==> config.mk <==
export PLATFORM = sky130hd
export DESIGN_NAME = demux_1_to_4
export DESIGN_NICKNAME = d
export VERILOG_FILES = /design/src/rtl/demux_1_to_4.sv
export SDC_FILE = /design/constraint.sdc
export NUM_CORES = 1
export LEC_CHECK = 0
export CORE_AREA = 2 2 39 41
export CTS_BUF_LIST = sky130_fd_sc_hd__clkbuf_16
export CTS_CLUSTER_DIAMETER = 40
export CTS_CLUSTER_SIZE = 8
export DETAILED_ROUTE_END_ITERATION = 6
export DIE_AREA = 0 0 41 43
export HOLD_SLACK_MARGIN = 0.05
export SKIP_LAST_GASP = 1
export SLEW_MARGIN = 20
export SYNTH_ARGS = -nofsm -noshare
export SYNTH_HDL_FRONTEND = slang
export SYNTH_SLANG_ARGS = --single-unit
==> constraint.sdc <==
create_clock -name clk -period 1.3 [get_ports clk]
set_input_delay 0.39 -clock clk [delete_from_list [all_inputs] [get_ports clk]]
set_output_delay 0.39 -clock clk [all_outputs]
set_load 0.005 [all_outputs]
==> src/rtl/demux_1_to_4.sv <==
// -----------------------------------------------------------------------------
// demux_1_to_4
//
// Purpose
//   Routes a single data bit I to one of four registered outputs Y[3:0], as
//   chosen by sel. A select change is applied break-before-make: on the edge
//   where sel differs from the applied select, every output is driven to
//   IDLE_LEVEL for one cycle, the new select is latched and `switching`
//   pulses high. On the next edge with sel stable, I is routed to the newly
//   selected output. No input reaches an output without passing a register.
//
// Optional feature
//   `DEMUX_1_TO_4_ACTIVITY_CNT_EN` -- when defined, adds four saturating
//   CNT_W-bit activity counters (one per output) that count 0->1 transitions
//   of the registered Y bits, plus a synchronous clear input. When undefined
//   the counters and their ports do not exist.
//
// Parameters
//   IDLE_LEVEL  level on deselected outputs, and on all outputs during reset
//               and during the switching cycle
//   CNT_W       width of each activity counter (counter build only)
//
// Ports
//   clk        in   1        single clock, rising edge
//   rst        in   1        synchronous active-high reset, overrides all inputs
//   I          in   1        data bit to be routed
//   sel        in   2        requested output index 0..3
//   Y          out  4        registered routed outputs
//   sel_q      out  2        currently applied select
//   switching  out  1        one-cycle pulse on the edge a select change applies
//   cnt_clr    in   1        synchronous clear of all counters (counter build)
//   cnt        out  4*CNT_W  counter n at bits [n*CNT_W +: CNT_W] (counter build)
// -----------------------------------------------------------------------------
module demux_1_to_4 #(
  parameter logic IDLE_LEVEL = 1'b0,
  parameter int   CNT_W      = 16
) (
  input  logic             clk,
  input  logic             rst,
  input  logic             I,
  input  logic [1:0]       sel,
  output logic [3:0]       Y,
  output logic [1:0]       sel_q,
  output logic             switching
`ifdef DEMUX_1_TO_4_ACTIVITY_CNT_EN
  ,
  input  logic             cnt_clr,
  output logic [4*CNT_W-1:0] cnt
`endif
);

  // Guard against a meaningless counter width in either build.
  if (CNT_W < 1) begin : g_cnt_w_check
    $error("demux_1_to_4: CNT_W must be at least 1");
  end

  localparam logic [3:0] ALL_IDLE = {4{IDLE_LEVEL}};

  // ---------------------------------------------------------------------------
  // Registered state
  // ---------------------------------------------------------------------------
  logic [3:0] r_y;
  logic [1:0] r_sel_q;
  logic       r_switching;

  // ---------------------------------------------------------------------------
  // Combinational routing for the stable-select case
  // ---------------------------------------------------------------------------
  logic [3:0] w_y_route;
  logic       w_sel_change;

  // NOTE: every always_comb output gets a default on its first line, so no
  // path through the block leaves it unassigned and no latch is inferred.
  always_comb begin
    w_y_route          = ALL_IDLE;
    w_y_route[r_sel_q] = I;
  end

  assign w_sel_change = (sel != r_sel_q);

  // ---------------------------------------------------------------------------
  // Routing register. A select change blanks all outputs for the edge it is
  // applied on, so a deselected output never sees I, even transiently.
  // ---------------------------------------------------------------------------
  // NOTE: sequential state is assigned only with <=, so every register samples
  // the pre-edge values of the others regardless of statement order.
  always_ff @(posedge clk) begin
    // NOTE: reset is synchronous and active-high here; it is the first branch
    // so it overrides sel and I with no partial update on that edge.
    if (rst) begin
      r_y         <= ALL_IDLE;
      r_sel_q     <= 2'd0;
      r_switching <= 1'b0;
    end else if (w_sel_change) begin
      r_y         <= ALL_IDLE;
      r_sel_q     <= sel;
      r_switching <= 1'b1;
    end else begin
      r_y         <= w_y_route;
      r_switching <= 1'b0;
    end
  end

  assign Y         = r_y;
  assign sel_q     = r_sel_q;
  assign switching = r_switching;

`ifdef DEMUX_1_TO_4_ACTIVITY_CNT_EN
  // ---------------------------------------------------------------------------
  // Activity counters. A rising transition is detected on the registered Y
  // against its value one cycle earlier, so a count lands one edge after the
  // Y bit itself goes high.
  // ---------------------------------------------------------------------------
  localparam logic [CNT_W-1:0] CNT_MAX = {CNT_W{1'b1}};

  logic [3:0] r_y_d;
  logic [3:0] w_rise;

  always_ff @(posedge clk) begin
    if (rst) begin
      r_y_d <= ALL_IDLE;
    end else begin
      r_y_d <= r_y;
    end
  end

  assign w_rise = r_y & ~r_y_d;

  for (genvar n = 0; n < 4; n++) begin : g_cnt
    logic [CNT_W-1:0] r_cnt;

    // Clear beats increment; a full counter holds rather than wrapping.
    always_ff @(posedge clk) begin
      if (rst || cnt_clr) begin
        r_cnt <= '0;
      end else if (w_rise[n] && (r_cnt != CNT_MAX)) begin
        r_cnt <= r_cnt + 1'b1;
      end
    end

    assign cnt[n*CNT_W +: CNT_W] = r_cnt;
  end
`endif

endmodule

==> results.toml, run 1 <==
[sta]
final_hold_viol_count = 0
finalMaxSlewViolations = 0
skew_ns = 0.00117
timing.fmax_mhz = 797
final.min_clock_period_ns = 1.25
worstMarginPinSlew_ns = 0.155
max_slew_margin_pct = 89.6
fin_crit_sh_pct = 96.5
finalSetupViolCount = 0
rsz0062_at_grt = "no"

[place]
place_congestion = 0.632
dpl_cell_area_sq_um = 392
dp_hpwl_microns = 330
io_buffers = 11

[cts]
clkLatencyLatePin_ns = 0.23
path_clk_slew_ns = 0.03
cts.sinks = 7
max-clock-path-buffers = 2
cts_tree = "done"
cts_hold_buffers = 0
h-tree-depth = 1
cts.root.buffer_cell = "clkbuf_16"
cts-buffers-inserted = 3

[finish]
multi_input_area_sq_um = 83.8
fin_nets = 45
area_growth_pct = 108
antenna_cells = 0
finish.instance_area_sq_um = 467
fillers = 145
drive_gt1_share_pct = 25.6
seq_area_sq_um = 140

[routing]
vias = 197
drc = 0
drt-initial-drc-count = 0
drt_first_pass_iters = 1
routed_via_density = 3.58
wl_microns = 419
antenna_left = 0
post_drt_wl_per_cell_microns = 7.62

[pwr]
power_w = 0.000787
intPower_w = 0.000658
switching_power_w = 0.000129
seq_power_share_pct = 28.7
p_per_area_nw_per_um2 = 1690
ir_worst_vdd_mv = 1.26
p_sw_share_pct = 16.4
clkPwrFrac_pct = 64.4
comb_power_share_pct = 6.9
p_leak_nw = 0.232

[floorplanning]
core_sq_um = 1380
rows = 14
start_util_pct = 16.2
dieHeight_microns = 43
die_area_sq_um = 1760
ioPinCount = 12
die_x_microns = 41

[grt]
grt_start_max_net_pins = 5
gr-usage-met1_pct = 5.50
gr-total-overflow = 0
grtUsageMet2_pct = 7.81
grt_pass1_wl_microns = 634
antenna_found_initial = 0
busiest_layer = "met3"
grt_util_met3_pct = 9.95
grt_pass1_vias = 168
grt_use_total_pct = 6.44

[synthesis]
synth_edf_count = 0
synth.most_common_cell = "dfxtp_1"
netlist_instances = 19
synth-seq-cells = 7
netlist_top_cells_count = "dfxtp_1, nor2_1, nor2b_1, xnor2_1"
yosysTopAreaCell = "dfxtp_1"
synth.area.top_cells = "dfxtp_1, xnor2_1, or4b_4"
ys_types = 10
syn_nets = 24
yosysSeqAreaShare_pct = 62.6
synth_top_area_share_pct = 62.6
async_reset_ff_share_pct = 0
synth_ff_type = "dfxtp_1"
yosysWarnings = 0
synth_area_sq_um = 224
avgSynthCellArea_sq_um = 11.8

[min_path]
min_path_type = "primary input to flip-flop"

[worst_setup_path]
r2r_end = "Y[0]$_SDFF_PP0_"
crit_end = "Y[0]$_SDFF_PP0_"
r2r_slack_ns = 0.17
cp.required_ns = 1.46
worstPathMaxFanout = 2
r2r-start = "sel_q[1]$_SDFFE_PP0P_"
worstSetupEndpointType = "flip-flop"
crit_arrival_ns = 1.41
crit_type = "primary input to flip-flop"
start_kind = "primary input"
startpoint = "rst"
worst-r2r-cell-count = 3

[outcome]
status = "finished, final reports clean"

[job]
cap_violations = 0
power groups by stage:
stage / clock (W) / sequential [W] / combinational [W]
5_1_grt: 0.000540 / 0.000226 / 0.0000595
3_5_place_dp: 0 / 0.000229 / 0.0000608
4_1_cts: 0.000520 / 0.000226 / 0.0000561
6_report: 0.000507 / 0.000226 / 0.0000542
3_3_place_gp: 0 / 0.000230 / 0.0000606
2_1_floorplan: 0 / 0.000233 / 0.0000134
sequential cells by signal, summed over array words and instances, names as in the netlist:
name,cells
Y,4
sel_q,2
switching,1
repair_timing:
action                                  in CTS  in global routing
pin swaps                                    0                  1
setup buffers                                0                  0
endpoints found under the setup margin       7                  2
resized for setup                            7                  2
hold endpoints to repair                     0                  0
worst max-delay path, cell delays in order:
cell	delay, ns
clkdlybuf4s50_1	0.41
or4b_4	0.50
nor3_2	0.11
worst min-delay path by stage:
stage	from	to	slack [ns]	depth (start not counted)
floorplan	rst	switching$_SDFF_PP0_	0.46	1
global placement	sel_q[0]$_SDFFE_PP0P_	Y[0]$_SDFF_PP0_	0.53	2
detailed placement	sel_q[0]$_SDFFE_PP0P_	Y[0]$_SDFF_PP0_	0.53	2
CTS	sel_q[0]$_SDFFE_PP0P_	Y[0]$_SDFF_PP0_	0.53	2
global route	sel[1]	Y[0]$_SDFF_PP0_	0.50	3
finish	sel[1]	Y[0]$_SDFF_PP0_	0.49	3
placed cells by master (no fill, tap or decap), drive strengths merged:
master,instances
nor3,2
buf,5
or4b,1
dfxtp,7
inv,1
dlygate4sd2,7
clkdlybuf4s50,2
xnor2,2
a21oi,1
nor2,2
nand4b,1
nand2,1
clkbuf,3
nor2b,2
dlymetal6s2s,2
cell families (layout without fill, tap and decap cells):
kind of cell / count (synthesis) / count (layout) / share of synthesized area (%)
xor+xnor: 2 / 2 / 7.82
buf+inv: 0 / 20 / 0
simple gates: 9 / 9 / 27.4
flops: 7 / 7 / 62.6
compound gates: 1 / 1 / 2.23
cell type report:
class | count | share of cell area (%)
Timing Repair Buffer | 16 | 30.8
Sequential cell | 7 | 30.0
Multi-Input combinational cell | 12 | 18.0
Clock buffer | 3 | 16.1
Tap cell | 16 | 4.29
Clock inverter | 1 | 0.804
metal layers:
layer  part of all wire [%]  wire [microns]  vias up
li1                       -               -      103
met1                     42             174       83
met2                     44             183       11
met3                     15              61        0
met4                      0               0        0
met5                      0               0        -
metrics by stage:
| step | utilization, % | setup WS, ns | hold slack, ns | TNS [ns] | cells |
|---|---|---|---|---|---|
| after floorplan | - | 0.239 | 0.459 | 0 | 19 |
| after global placement | 28.3 | -0.220 | 0.535 | -0.554 | 51 |
| after detailed placement | 28.3 | -0.229 | 0.532 | -0.573 | 51 |
| after CTS | 33.4 | 0.00268 | 0.533 | 0 | 55 |
| after global routing | 33.7 | 0.0104 | 0.503 | 0 | 55 |
| final | 33.7 | 0.0452 | 0.491 | 0 | 55 |
Power figures use the tool's default switching activity.
==> inputs of run 2 (changes only) <==
==> constraint.sdc (replaced) <==
create_clock -name clk -period 1.3 [get_ports clk]
set_input_delay 0.39 -clock clk [delete_from_list [all_inputs] [get_ports clk]]
set_output_delay 0.39 -clock clk [all_outputs]
set_load 0.1 [all_outputs]
==> run 2 against run 1 <==
Fmax is 4.6% higher; combinational power is 120% higher; core utilization is 5.0 points higher; critical endpoint is now sel_q[0]; largest cell class unchanged; highest routed layer is now met4; largest power group unchanged.
==> results.toml, run 2 (synthesis results as in run 1) <==
[worst_setup_path]
start_kind = "flip-flop"
timing.critical_path.buf_inv = 1
startpoint = "sel_q[0]$_SDFFE_PP0P_"
slowest_stage = "dfxtp_2"
cp.required_ns = 0.91
crit_arrival_ns = 0.81
crit_type = "flip-flop to output pin"
crit_family = "flip-flops"
worstPathMaxFanout = 5
path_cells = "buf_12"
r2r-start = "sel_q[1]$_SDFFE_PP0P_"
slowest_delay_ns = 0.39
worstSetupEndpointType = "output pin"

[outcome]
status = "finished, final reports clean"

[finish]
fillers = 136
antenna_cells = 0
drive_gt1_share_pct = 45.9
seq_area_sq_um = 143
final_cell_mix = "buf_12, dfxtp_1, clkbuf_16, dlymetal6s2s_1, buf_4"
largest_reg_flops = 4
area_growth_pct = 139
multi_input_area_sq_um = 83.8
fin_cells = 53
fin_nets = 43
mostFrequentLayoutCell = "buf_12"

[sta]
final.min_clock_period_ns = 1.20
rsz0062_at_grt = "no"
finalMaxSlewViolations = 0
finalSetupViolCount = 0
final_hold_viol_count = 0
timing.fmax_mhz = 834
worstMarginPinSlew_ns = 0.147
max_slew_margin_pct = 90.1
fin_crit_sh_pct = 92.3
skew_ns = 0.000274
hold_ws_ns = 0.466

[pwr]
p_leak_nw = 0.237
p_per_area_nw_per_um2 = 1610
power_w = 0.000863
ir_worst_vdd_mv = 0.460

[floorplanning]
start_util_pct = 16.2
core_sq_um = 1380
die_area_sq_um = 1760
die_x_microns = 41
dieHeight_microns = 43
rows = 14
ioPinCount = 12

[grt]
grt_use_total_pct = 6.83
grt_pass1_vias = 177
grt_start_max_net_pins = 6
gr-total-overflow = 0
antenna_found_initial = 0
grt_pass1_wl_microns = 690

[place]
dp_cells = 49
io_buffers = 11
place_congestion = 0.651

[cts]
cts.root.buffer_cell = "clkbuf_16"
ctsResizeCount = 0
cts_hold_buffers = 0
h-tree-depth = 1
cts-buffers-inserted = 3
max-clock-path-buffers = 2
cts_tree = "done"
cts.sinks = 7
postCtsSetupBuffers = 0
clkLatencyLatePin_ns = 0.23
path_clk_slew_ns = 0.03

[routing]
drt-initial-drc-count = 1
post_drt_wl_per_cell_microns = 7.98
drt_first_pass_iters = 2
drc = 0
vias = 190
routed_via_density = 3.58
antenna_left = 0
wl_microns = 423

[job]
cap_violations = 0

[min_path]
min_path_type = "primary input to flip-flop"
min_from = "rst"
run 2: worst paths after layout:
path | to | slack (ns) | cells after the start
min reg2reg | Y[0]$_SDFF_PP0_ | 0.49 | 1
max reg2reg | Y[0]$_SDFF_PP0_ | 0.20 | 2
min | sel_q[1]$_SDFFE_PP0P_ | 0.47 | 3
max | sel_q[0] | 0.10 | 1
run 2: metrics by stage:
step / area, sq um / setup TNS (ns) / worst slack [ns] / util [%]
2_1_floorplan: 226 / 0 / 0.00102 / -
3_3_place_gp: 449 / -0.518 / -0.217 / 32.5
3_5_place_dp: 449 / -0.535 / -0.217 / 32.5
4_1_cts: 528 / 0 / 0.0193 / 38.2
5_1_grt: 536 / 0 / 0.0706 / 38.7
6_report: 536 / 0 / 0.101 / 38.7
run 2: final cells by class:
type	count	share of cell area, %
Sequential cell	7	26.6
Clock inverter	1	0.701
Tap cell	16	3.74
Timing Repair Buffer	14	39.3
Multi-Input combinational cell	12	15.7
Clock buffer	3	14.0
run 2: metal layers:
layer  up-vias  GRT usage (%)  part of all wire (%)
met4         0           8.00                   4.7
met5         -              0                     0
met2        11           7.19                    42
li1         99              -                     -
met1        78           7.42                    41
met3         2           5.24                    12
run 2: power by group:
part	leakage, nW	switching, W	internal [W]	total (W)
Sequential	0.0579	0.00000954	0.000224	0.000234
Clock	0.0423	0.000109	0.000399	0.000508
Combinational	0.136	0.0000689	0.0000517	0.000121
Total	0.237	0.000188	0.000675	0.000863
